File: src/rtl/pc_boot_ctrl_if.sv
// Boot-control signal bundle: run/restart requests in, reset/enable/start levels out.
// master = the boot controller, slave = the CPU-side consumer.
interface pc_boot_ctrl_if;
   logic       run_req;
   logic       restart;
   logic       clk_reset;
   logic       cpu_reset;
   logic       mem_reset;
   logic       enable;
   logic       start;
   logic [2:0] phase;

   modport master (
      input  run_req, restart,
      output clk_reset, cpu_reset, mem_reset, enable, start, phase
   );

   modport slave (
      output run_req, restart,
      input  clk_reset, cpu_reset, mem_reset, enable, start, phase
   );
endinterface

File: src/rtl/pc_boot_ctrl.sv
// CPU boot sequencer: timed reset release (clk, cpu, mem), then start pulse on a run_req edge.
// Latency: run_req edge to start = 3 cycles (2-flop sync + output register), more with PC_BOOT_DEBOUNCE_EN.
// No backpressure; run events outside READY are dropped, restart always wins.
module pc_boot_ctrl #(
   parameter int HOLD_CYCLES     = 25,
   parameter int START_CYCLES    = 25,
   parameter int DEBOUNCE_CYCLES = 16
) (
   input  logic          clock,
   input  logic          reset_n,
   pc_boot_ctrl_if.master bus
);

   typedef enum logic [2:0] {
      HOLD_ALL = 3'd0,
      EN_ON    = 3'd1,
      CLK_UP   = 3'd2,
      CPU_UP   = 3'd3,
      READY    = 3'd4,
      START    = 3'd5,
      RUN      = 3'd6
   } state_t;

   localparam logic [15:0] HOLD_LAST  = 16'(HOLD_CYCLES - 1);
   localparam logic [15:0] START_LAST = 16'(START_CYCLES - 1);

   state_t      state;
   state_t      next_state;
   logic [15:0] cnt;
   logic        cnt_clr;
   logic        timed;
   logic        run_s1;
   logic        run_s2;
   logic        run_evt;

   logic clk_reset_q, cpu_reset_q, mem_reset_q, enable_q, start_q;
   logic clk_reset_d, cpu_reset_d, mem_reset_d, enable_d, start_d;

   always_ff @(posedge clock or negedge reset_n) begin
      if (!reset_n) begin
         run_s1 <= 1'b0;
         run_s2 <= 1'b0;
      end else begin
         run_s1 <= bus.run_req;
         run_s2 <= run_s1;
      end
   end

`ifdef PC_BOOT_DEBOUNCE_EN
   localparam logic [15:0] DB_LAST = 16'(DEBOUNCE_CYCLES - 1);

   logic [15:0] db_cnt;
   logic        run_acc;
   logic        run_acc_d;

   // New level is accepted only after DEBOUNCE_CYCLES consecutive differing samples.
   always_ff @(posedge clock or negedge reset_n) begin
      if (!reset_n) begin
         db_cnt    <= '0;
         run_acc   <= 1'b0;
         run_acc_d <= 1'b0;
      end else begin
         run_acc_d <= run_acc;
         if (run_s2 == run_acc) begin
            db_cnt <= '0;
         end else if (db_cnt == DB_LAST) begin
            run_acc <= run_s2;
            db_cnt  <= '0;
         end else begin
            db_cnt <= db_cnt + 16'd1;
         end
      end
   end

   assign run_evt = run_acc & ~run_acc_d;
`else
   localparam int unused_debounce_cycles = DEBOUNCE_CYCLES;

   logic run_s3;

   always_ff @(posedge clock or negedge reset_n) begin
      if (!reset_n) begin
         run_s3 <= 1'b0;
      end else begin
         run_s3 <= run_s2;
      end
   end

   assign run_evt = run_s2 & ~run_s3;
`endif

   always_comb begin
      next_state = state;
      case (state)
         HOLD_ALL: if (cnt == HOLD_LAST)  next_state = EN_ON;
         EN_ON:    if (cnt == HOLD_LAST)  next_state = CLK_UP;
         CLK_UP:   if (cnt == HOLD_LAST)  next_state = CPU_UP;
         CPU_UP:   if (cnt == HOLD_LAST)  next_state = READY;
         READY:    if (run_evt)           next_state = START;
         START:    if (cnt == START_LAST) next_state = RUN;
         RUN:      next_state = RUN;
         default:  next_state = HOLD_ALL;
      endcase
      if (bus.restart) begin
         next_state = HOLD_ALL;
      end
   end

   // Restart inside HOLD_ALL keeps the state but must still zero the count.
   assign cnt_clr = bus.restart || (next_state != state);
   assign timed   = (state != READY) && (state != RUN);

   // Outputs are decoded from next_state so they register on the same edge as the state.
   always_comb begin
      clk_reset_d = 1'b1;
      cpu_reset_d = 1'b1;
      mem_reset_d = 1'b1;
      enable_d    = 1'b0;
      start_d     = 1'b0;
      case (next_state)
         EN_ON: begin
            enable_d = 1'b1;
         end
         CLK_UP: begin
            enable_d    = 1'b1;
            clk_reset_d = 1'b0;
         end
         CPU_UP: begin
            enable_d    = 1'b1;
            clk_reset_d = 1'b0;
            cpu_reset_d = 1'b0;
         end
         READY, RUN: begin
            enable_d    = 1'b1;
            clk_reset_d = 1'b0;
            cpu_reset_d = 1'b0;
            mem_reset_d = 1'b0;
         end
         START: begin
            enable_d    = 1'b1;
            start_d     = 1'b1;
            clk_reset_d = 1'b0;
            cpu_reset_d = 1'b0;
            mem_reset_d = 1'b0;
         end
         default: begin
            enable_d = 1'b0;
         end
      endcase
   end

   always_ff @(posedge clock or negedge reset_n) begin
      if (!reset_n) begin
         state       <= HOLD_ALL;
         cnt         <= '0;
         clk_reset_q <= 1'b1;
         cpu_reset_q <= 1'b1;
         mem_reset_q <= 1'b1;
         enable_q    <= 1'b0;
         start_q     <= 1'b0;
      end else begin
         state       <= next_state;
         clk_reset_q <= clk_reset_d;
         cpu_reset_q <= cpu_reset_d;
         mem_reset_q <= mem_reset_d;
         enable_q    <= enable_d;
         start_q     <= start_d;
         if (cnt_clr) begin
            cnt <= '0;
         end else if (timed) begin
            cnt <= cnt + 16'd1;
         end
      end
   end

   assign bus.clk_reset = clk_reset_q;
   assign bus.cpu_reset = cpu_reset_q;
   assign bus.mem_reset = mem_reset_q;
   assign bus.enable    = enable_q;
   assign bus.start     = start_q;
   assign bus.phase     = state;

endmodule

File: src/flat_wrapper.sv
// flat-port wrapper written by rule: the top's interface ports become plain ports
module pc_boot_ctrl_flat 
#(
   parameter int HOLD_CYCLES     = 25,
   parameter int START_CYCLES    = 25,
   parameter int DEBOUNCE_CYCLES = 16
)
  (clock, reset_n, bus_run_req, bus_restart, bus_clk_reset, bus_cpu_reset, bus_mem_reset, bus_enable, bus_start, bus_phase);
  pc_boot_ctrl_if bus_i ();
  input  logic clock;
  input  logic reset_n;
  input wire logic [$bits(bus_i.run_req)-1:0] bus_run_req;
  input wire logic [$bits(bus_i.restart)-1:0] bus_restart;
  output wire logic [$bits(bus_i.clk_reset)-1:0] bus_clk_reset;
  output wire logic [$bits(bus_i.cpu_reset)-1:0] bus_cpu_reset;
  output wire logic [$bits(bus_i.mem_reset)-1:0] bus_mem_reset;
  output wire logic [$bits(bus_i.enable)-1:0] bus_enable;
  output wire logic [$bits(bus_i.start)-1:0] bus_start;
  output wire logic [$bits(bus_i.phase)-1:0] bus_phase;
  assign bus_i.run_req = bus_run_req;
  assign bus_i.restart = bus_restart;
  assign bus_clk_reset = bus_i.clk_reset;
  assign bus_cpu_reset = bus_i.cpu_reset;
  assign bus_mem_reset = bus_i.mem_reset;
  assign bus_enable = bus_i.enable;
  assign bus_start = bus_i.start;
  assign bus_phase = bus_i.phase;
  pc_boot_ctrl #(.HOLD_CYCLES(HOLD_CYCLES), .START_CYCLES(START_CYCLES), .DEBOUNCE_CYCLES(DEBOUNCE_CYCLES)) u_core (.clock(clock), .reset_n(reset_n), .bus(bus_i));
endmodule
File: config.mk
export PLATFORM = sky130hd
export DESIGN_NAME = pc_boot_ctrl_flat
export DESIGN_NICKNAME = d
export VERILOG_FILES = /design/src/rtl/pc_boot_ctrl_if.sv /design/src/rtl/pc_boot_ctrl.sv /design/src/flat_wrapper.sv
export SDC_FILE = /design/constraint.sdc
export NUM_CORES = 1
export LEC_CHECK = 0
export ABC_CLOCK_PERIOD_IN_PS = 2900
export BUFFER_PORTS_ARGS = -buffer_cell sky130_fd_sc_hd__buf_2
export CAP_MARGIN = 20
export CELL_PAD_IN_SITES_DETAIL_PLACEMENT = 0
export CELL_PAD_IN_SITES_GLOBAL_PLACEMENT = 2
export CORE_UTILIZATION = 30
export CTS_CLUSTER_SIZE = 28
export DETAILED_ROUTE_END_ITERATION = 10
export GPL_TIMING_DRIVEN = 0
export PLACE_DENSITY_LB_ADDON = 0.05
export RECOVER_POWER = 50
export SLEW_MARGIN = 20
export SYNTH_ARGS = -nofsm -noshare
export SYNTH_HDL_FRONTEND = slang
export SYNTH_SLANG_ARGS = --single-unit
File: constraint.sdc
create_clock -name clock -period 2.9 [get_ports clock]
set_clock_uncertainty 0.05 [all_clocks]
set_input_delay 0.58 -clock clock [delete_from_list [all_inputs] [get_ports clock]]
set_output_delay 0.58 -clock clock [all_outputs]
set_load 0.02 [all_outputs]
==> results of run 1 <==
cells in the final DEF (no fill, tap or decap), types with 6 or more instances in the layout:
master    n
xor2_1    6
or3_1     7
o21ai_0   8
dfrtp_1  24
buf_2    10
a21oi_1  14
a22oi_1   6
logic make-up (layout without fill, tap and decap cells):
| kind of cell | count (synthesis) | after routing | synth area share [%] |
|---|---|---|---|
| compound gates | 38 | 38 | 18.0 |
| xor+xnor | 8 | 8 | 4.90 |
| fa+ha+maj | 2 | 2 | 1.75 |
| buf+inv | 12 | 27 | 4.55 |
| flops | 27 | 27 | 47.5 |
| mux | 1 | 1 | 0.788 |
| simple gates | 44 | 44 | 22.4 |
power groups by stage:
stage | clock network [W] | logic [W] | registers (W)
6_report | 0.000221 | 0.0000346 | 0.000386
5_1_grt | 0.000248 | 0.0000410 | 0.000387
4_1_cts | 0.000233 | 0.0000364 | 0.000386
3_5_place_dp | 0 | 0.0000364 | 0.000393
3_3_place_gp | 0 | 0.0000351 | 0.000393
2_1_floorplan | 0 | 0.0000193 | 0.000392
critical path, cell delays in order, from the launching register on:
cell,delay (ns)
dfrtp_1,0.42
inv_1,0.06
ha_1,0.19
and4bb_2,0.25
nand4_4,0.13
nand3_1,0.29
buf_4,0.29
a22oi_1,0.18
routing by layer:
layer | GRT usage [%] | routed length (µm)
met1 | 19.2 | 1590
met2 | 20.6 | 1320
met3 | 3.42 | 60
met4 | 2.67 | 17
met5 | 0 | 0
worst max-delay path by stage:
stage | start | to | slack [ns] | cells past startpoint
after floorplan | u_core.bus.phase[0] | u_core.cnt[10] | 1.21 | 6
after global placement | u_core.cnt[0] | u_core.cnt[14] | 0.96 | 7
after detailed placement | u_core.cnt[0] | u_core.cnt[14] | 0.94 | 7
after CTS | u_core.cnt[0] | u_core.cnt[14] | 0.94 | 7
after global routing | u_core.cnt[0] | u_core.cnt[14] | 0.83 | 7
final | u_core.cnt[0] | u_core.cnt[14] | 0.96 | 7
per-stage QoR:
stage | worst slack, ns | total power [W] | hold WS [ns] | util (%) | instances
2_1_floorplan | 1.21 | 0.000412 | 0.234 | - | 132
5_1_grt | 0.827 | 0.000676 | 0.326 | 35.6 | 199
6_report | 0.961 | 0.000642 | 0.306 | 35.6 | 199
3_5_place_dp | 0.935 | 0.000430 | 0.287 | 34.6 | 195
4_1_cts | 0.938 | 0.000656 | 0.291 | 35.6 | 199
3_3_place_gp | 0.957 | 0.000428 | 0.290 | 34.6 | 195
cell type report:
class	count	area (µm²)
Buffer	7	46.3
Multi-Input combinational cell	93	684
Sequential cell	27	679
Inverter	5	18.8
Fill cell	452	2880
Tap cell	52	65.1
Timing Repair Buffer	11	52.6
Clock buffer	4	45.0
==> impl_metrics.prom, run 1 <==
# TYPE chip_impl_metric gauge
chip_impl_metric{name="detail_route.iter0.violations",unit=""} 73
chip_impl_info{name="synth_top_cells_by_area",value="dfrtp_1 42%, dfstp_2 5.5%, a21oi_1 4.9%, xor2_1 3.7%, a22oi_1 3.2%"} 1
chip_impl_info{name="synthFlopType",value="dfrtp_1"} 1
chip_impl_metric{name="power_per_cell_area",unit="nW/µm²"} 403
chip_impl_metric{name="drc_errors",unit=""} 0
chip_impl_info{name="synth_area_leader_cell",value="dfrtp_1"} 1
chip_impl_info{name="r2r_start",value="u_core.cnt[0]"} 1
chip_impl_metric{name="yosys.area.top_type_share",unit="%"} 42.0
chip_impl_info{name="worstHoldPathType",value="flop to flop"} 1
chip_impl_metric{name="combPwrFrac",unit="%"} 5.4
chip_impl_metric{name="clock_power_share",unit="%"} 34.4
chip_impl_metric{name="numClockSinks",unit=""} 27
chip_impl_metric{name="cts.repair.resized",unit=""} 0
chip_impl_metric{name="tightest_slew",unit="ns"} 1.48
chip_impl_metric{name="numCtsBuffers",unit=""} 3
chip_impl_metric{name="insertedDiodeCount",unit=""} 0
chip_impl_metric{name="detailedRoute.firstPassIterationCount",unit=""} 6
chip_impl_metric{name="drv.max_cap_violation_count",unit=""} 0
chip_impl_metric{name="ctsLongestPathBuffers",unit=""} 2
chip_impl_metric{name="place.detailed.hpwl",unit="µm"} 2020
chip_impl_metric{name="report.final.slew_viol_count",unit=""} 0
chip_impl_info{name="critical_path.endpoint_type",value="flop"} 1
chip_impl_info{name="critical_path.startpoint_type",value="flop"} 1
chip_impl_metric{name="finalWirelength",unit="µm"} 2980
chip_impl_metric{name="cts_hold_buffers",unit=""} 0
chip_impl_metric{name="worstSkewPairLatency",unit="ns"} 0.27
chip_impl_metric{name="core_area",unit="µm²"} 4470
chip_impl_metric{name="grt_usage",unit="%"} 13.4
chip_impl_metric{name="ys_seq_area_share",unit="%"} 47.5
chip_impl_info{name="min_from",value="u_core.run_s1"} 1
chip_impl_info{name="unrepaired_setup_endpoints_after_global_routing",value="false"} 1
chip_impl_metric{name="gp_routability_congestion",unit=""} 0.661
chip_impl_metric{name="highest_clock_rate",unit="MHz"} 516
chip_impl_metric{name="worstPathMaxFanout",unit=""} 10
chip_impl_metric{name="minimum_period_implied_by_the_final_worst_setup_slack",unit="ns"} 1.94
chip_impl_metric{name="post_synth_inst_count",unit=""} 132
chip_impl_metric{name="reg2reg_slack",unit="ns"} 0.96
chip_impl_info{name="top_register",value="u_core.cnt"} 1
chip_impl_metric{name="vdd_ir_drop_max",unit="V"} 0.000214
chip_impl_metric{name="path_clk_slew",unit="ns"} 0.10
chip_impl_metric{name="height_of_the_chip",unit="µm"} 71.0
chip_impl_metric{name="worst_ep_arrival_time",unit="ns"} 2.08
chip_impl_metric{name="grt_antenna_before_repair",unit=""} 0
chip_impl_metric{name="fp.dieW",unit="µm"} 71.0
chip_impl_metric{name="post_synth_edffs",unit=""} 0
chip_impl_metric{name="grt.overflow.total",unit=""} 0
chip_impl_info{name="timing.hold.worst_endpoint",value="u_core.run_s2"} 1
chip_impl_metric{name="postRouteAntennaNets",unit=""} 0
chip_impl_metric{name="flip_flop_count_of_the_largest_register_all_copies_and_words_added",unit=""} 16
chip_impl_metric{name="layout_worst_path_cycle_share",unit="%"} 66.9
chip_impl_metric{name="internal-power",unit="W"} 0.000492
chip_impl_info{name="synth.top_cells.by_count",value="24 x dfrtp_1, 14 x a21oi_1, 8 x o21ai_0"} 1
chip_impl_metric{name="share_of_final_layout_standard_cells_stronger_than_drive_strength_1",unit="%"} 21.1
chip_impl_metric{name="drt-vias-per-instance",unit=""} 5.14
chip_impl_info{name="ctsRootBufferMaster",value="clkbuf_8"} 1
chip_impl_info{name="result_of_the_run",value="completed"} 1
chip_impl_metric{name="detailed_place.area",unit="µm²"} 1550
chip_impl_metric{name="ffs_latches_synth",unit=""} 27
chip_impl_metric{name="setup_viol_count_final",unit=""} 0
chip_impl_metric{name="min_delay_path_depth",unit=""} 0
chip_impl_metric{name="cts_htree_levels",unit=""} 1
chip_impl_metric{name="placement_rows",unit=""} 24
chip_impl_metric{name="worst_ep_required_time",unit="ns"} 3.05
chip_impl_metric{name="io-pin-count",unit=""} 12
chip_impl_metric{name="totalNegativeSetupSlack",unit="ns"} 0
chip_impl_metric{name="power.leakage",unit="nW"} 0.651
chip_impl_metric{name="io_buffer_count",unit=""} 11
chip_impl_metric{name="area_growth_syn_to_layout",unit="%"} 11.4
chip_impl_metric{name="dr_total_vias",unit=""} 1022
chip_impl_metric{name="syn_avg_cell_area",unit="µm²"} 10.8
chip_impl_metric{name="route.detailed.wl_per_inst",unit="µm"} 15.0
chip_impl_metric{name="slew_headroom",unit="%"} 1.34
chip_impl_metric{name="initial_core_util",unit="%"} 31.9
chip_impl_metric{name="final_area",unit="µm²"} 1590
chip_impl_info{name="cts_tree",value="done"} 1
chip_impl_metric{name="seq_power_share",unit="%"} 60.2
chip_impl_metric{name="hold_violation_total_from_the_final_report",unit=""} 0
chip_impl_metric{name="grt_pass1_vias",unit=""} 1008
chip_impl_metric{name="ys_warn_count",unit=""} 0
chip_impl_metric{name="die_area",unit="µm²"} 5040
chip_impl_metric{name="switching_component_of_the_power",unit="W"} 0.000150
chip_impl_metric{name="synthDistinctLibCells",unit=""} 41
chip_impl_metric{name="syn_area",unit="µm²"} 1430
chip_impl_info{name="worstReg2RegEnd",value="u_core.cnt[14]"} 1
chip_impl_info{name="post-synth-top-count-cell",value="dfrtp_1"} 1
chip_impl_info{name="crit_type",value="flop to flop"} 1
chip_impl_metric{name="grt_start_max_net_pins",unit=""} 28
chip_impl_metric{name="cts.repair_timing.setup_buffer_count",unit=""} 0
chip_impl_metric{name="grt_first_pass_wirelength",unit="µm"} 5220
chip_impl_metric{name="power.share.switching",unit="%"} 23.3
chip_impl_metric{name="ff2ff_path_depth",unit=""} 7
chip_impl_metric{name="finalNetCount",unit=""} 154
chip_impl_metric{name="async_reset_ff_share",unit="%"} 100
chip_impl_metric{name="synth_nets",unit=""} 138
Note: power is estimated with default switching activity, not from simulation.
==> run 2: changes to the inputs <==
--- a/config.mk
+++ b/config.mk
@@ -5,7 +5,7 @@
 export SDC_FILE = /design/constraint.sdc
 export NUM_CORES = 1
 export LEC_CHECK = 0
-export ABC_CLOCK_PERIOD_IN_PS = 2900
+export ABC_CLOCK_PERIOD_IN_PS = 1600
 export BUFFER_PORTS_ARGS = -buffer_cell sky130_fd_sc_hd__buf_2
 export CAP_MARGIN = 20
 export CELL_PAD_IN_SITES_DETAIL_PLACEMENT = 0
==> constraint.sdc (replaced) <==
create_clock -name clock -period 1.6 [get_ports clock]
set_clock_uncertainty 0.05 [all_clocks]
set_input_delay 0.32 -clock clock [delete_from_list [all_inputs] [get_ports clock]]
set_output_delay 0.32 -clock clock [all_outputs]
set_load 0.02 [all_outputs]
==> run 2 against run 1 <==
Register-to-register slack worse by 1.1 ns. Total power up 87%. Highest routed layer unchanged. Sequential power up 81%. Die area unchanged. Maximum frequency up 11%. Via count up 9.9%. Largest cell class unchanged. Setup slack worse by 1.1 ns. Flip-flop and latch count unchanged. Final cell count up 9.5%. Critical path depth down 2. The run now ends with setup timing left.
==> impl_metrics.prom, run 2 (synthesized netlist as in run 1, its figures left out) <==
# TYPE chip_impl_metric gauge
chip_impl_metric{name="drt-vias-per-instance",unit=""} 5.15
chip_impl_metric{name="ff2ff_path_depth",unit=""} 5
chip_impl_metric{name="grt_pass1_vias",unit=""} 1094
chip_impl_metric{name="grt_first_pass_wirelength",unit="µm"} 5450
chip_impl_metric{name="gp_routability_congestion",unit=""} 0.671
chip_impl_info{name="cts_tree",value="done"} 1
chip_impl_info{name="worstReg2RegEnd",value="u_core.bus.mem_reset"} 1
chip_impl_metric{name="vdd_ir_drop_max",unit="V"} 0.000303
chip_impl_metric{name="fp.dieW",unit="µm"} 71.0
chip_impl_metric{name="worstSkewPairLatency",unit="ns"} 0.28
chip_impl_metric{name="share_of_final_layout_standard_cells_stronger_than_drive_strength_1",unit="%"} 39.8
chip_impl_metric{name="worst_ep_required_time",unit="ns"} 1.77
chip_impl_metric{name="minimum_period_implied_by_the_final_worst_setup_slack",unit="ns"} 1.75
chip_impl_info{name="worstHoldPathType",value="input port to asynchronous set/reset pin"} 1
chip_impl_metric{name="drv.max_cap_violation_count",unit=""} 0
chip_impl_info{name="result_of_the_run",value="finished, violations left"} 1
chip_impl_metric{name="flip_flop_count_of_the_largest_register_all_copies_and_words_added",unit=""} 16
chip_impl_metric{name="io_buffer_count",unit=""} 11
chip_impl_metric{name="final_area",unit="µm²"} 1830
chip_impl_metric{name="setup_viol_count_final",unit=""} 23
chip_impl_metric{name="grt.overflow.total",unit=""} 0
chip_impl_metric{name="power.leakage",unit="nW"} 0.740
chip_impl_metric{name="drc_errors",unit=""} 0
chip_impl_metric{name="layout_worst_path_cycle_share",unit="%"} 109
chip_impl_metric{name="io-pin-count",unit=""} 12
chip_impl_metric{name="route.detailed.wl_per_inst",unit="µm"} 15.0
chip_impl_info{name="top_register",value="u_core.cnt"} 1
chip_impl_metric{name="insertedDiodeCount",unit=""} 0
chip_impl_metric{name="sequential_cell_area",unit="µm²"} 684
chip_impl_metric{name="path_clk_slew",unit="ns"} 0.10
chip_impl_metric{name="finalWirelength",unit="µm"} 3270
chip_impl_metric{name="postRouteAntennaNets",unit=""} 0
chip_impl_metric{name="power_per_cell_area",unit="nW/µm²"} 657
chip_impl_metric{name="core_area",unit="µm²"} 4470
chip_impl_metric{name="report.final.slew_viol_count",unit=""} 0
chip_impl_metric{name="grt_usage",unit="%"} 14.2
chip_impl_metric{name="highest_clock_rate",unit="MHz"} 571
chip_impl_metric{name="tightest_slew",unit="ns"} 0.695
chip_impl_metric{name="dr_total_vias",unit=""} 1123
chip_impl_metric{name="placement_rows",unit=""} 24
chip_impl_metric{name="detailedRoute.firstPassIterationCount",unit=""} 6
chip_impl_metric{name="initial_core_util",unit="%"} 31.9
chip_impl_info{name="unrepaired_setup_endpoints_after_global_routing",value="true"} 1
chip_impl_metric{name="finalNetCount",unit=""} 173
chip_impl_metric{name="place.detailed.hpwl",unit="µm"} 2050
chip_impl_metric{name="reg2reg_slack",unit="ns"} -0.15
chip_impl_metric{name="multi_input_comb_area",unit="µm²"} 732
chip_impl_info{name="r2r_start",value="u_core.cnt[9]"} 1
chip_impl_metric{name="die_area",unit="µm²"} 5040
chip_impl_info{name="ctsRootBufferMaster",value="clkbuf_8"} 1
chip_impl_metric{name="totalNegativeSetupSlack",unit="ns"} -2.33
chip_impl_metric{name="slew_headroom",unit="%"} 53.7
chip_impl_metric{name="worst_ep_arrival_time",unit="ns"} 1.92
chip_impl_metric{name="layout_setup_ws",unit="ns"} -0.150
chip_impl_metric{name="grt_antenna_before_repair",unit=""} 0
chip_impl_metric{name="cts_hold_buffers",unit=""} 0
chip_impl_metric{name="hold_violation_total_from_the_final_report",unit=""} 0
chip_impl_metric{name="ctsLongestPathBuffers",unit=""} 2
chip_impl_metric{name="detail_route.iter0.violations",unit=""} 53
chip_impl_metric{name="cts_htree_levels",unit=""} 1
chip_impl_metric{name="placement.setup.worst_slack",unit="ns"} -0.355
chip_impl_info{name="failed_checks",value="setup timing"} 1
chip_impl_metric{name="height_of_the_chip",unit="µm"} 71.0
chip_impl_metric{name="fillerInstances",unit=""} 458
chip_impl_info{name="critical_path.endpoint_type",value="flop"} 1
chip_impl_metric{name="numClockSinks",unit=""} 27
chip_impl_metric{name="numCtsBuffers",unit=""} 3
chip_impl_metric{name="detailed_place.area",unit="µm²"} 1560
chip_impl_info{name="final_cell_mix",value="20 x dfrtp_1, 17 x buf_4, 11 x a21oi_1, 10 x buf_2"} 1
chip_impl_info{name="most_common_cell_after_layout_fill_and_taps_aside",value="dfrtp_1"} 1
chip_impl_metric{name="area_growth_syn_to_layout",unit="%"} 27.9
chip_impl_metric{name="grt_start_max_net_pins",unit=""} 28
chip_impl_metric{name="worstPathMaxFanout",unit=""} 7
chip_impl_info{name="crit_type",value="flop to flop"} 1
chip_impl_info{name="critical_path.startpoint_type",value="flop"} 1
chip_impl_metric{name="total_power",unit="W"} 0.00120
[run 2: where the power goes]
group	switching (W)	total, W	internal (W)
sequential	0.00000548	0.000698	0.000693
clock	0.000227	0.000402	0.000175
combinational	0.0000554	0.0000999	0.0000445
[run 2: layout make-up]
cell class	count	share of cell area, %
multi-input cells	93	40.0
flip-flops and latches	27	37.4
repair buffers	30	12.1
well taps	52	3.56
plain buffers	7	3.29
clock buffers	3	2.26
inverters	5	1.03
clock inverters	1	0.274
[run 2: worst max-delay path by stage]
stage	from	endpoint	slack [ns]	depth (start not counted)
final	u_core.cnt[9]	u_core.bus.mem_reset	-0.15	5
after global routing	u_core.cnt[0]	u_core.cnt[14]	-0.25	7
after CTS	u_core.cnt[1]	u_core.cnt[14]	-0.19	8
after detailed placement	u_core.cnt[0]	u_core.cnt[14]	-0.35	7
after global placement	u_core.cnt[0]	u_core.cnt[14]	-0.35	7
after floorplan	u_core.cnt[0]	u_core.cnt[14]	-0.05	7
[run 2: timing repair]
| action | in CTS | in global routing |
|---|---|---|
| pin swaps | 4 | 3 |
| hold endpoints to repair | 0 | 0 |
| setup buffers | 15 | 3 |
| setup endpoints to repair | 20 | 24 |
| gates resized for setup | 12 | 10 |
| gates cloned | 1 | 0 |
[run 2: metrics by stage]
step	instances	utilization (%)	hold slack, ns
finish	218	40.9	0.0186
global route	218	40.9	0.0763
CTS	215	39.5	0.0192
detailed placement	195	34.8	0.293
global placement	195	34.8	0.291
floorplan	132	-	-0.0256
[run 2: routing by layer]
layer | vias up | track usage [%] | wire length, µm | share of wire (%)
li1 | 556 | - | - | -
met1 | 549 | 19.3 | 1650 | 51
met2 | 12 | 22.8 | 1520 | 46
met3 | 6 | 2.14 | 43 | 1.3
met4 | 0 | 5.33 | 56 | 1.7
met5 | - | 0 | 0 | 0
[run 2: critical path, stage by stage (launching register included)]
cell	delay, ns
dfrtp_1	0.48
nor4_4	0.33
nand4_4	0.18
buf_6	0.16
or3_1	0.32
a21o_1	0.17
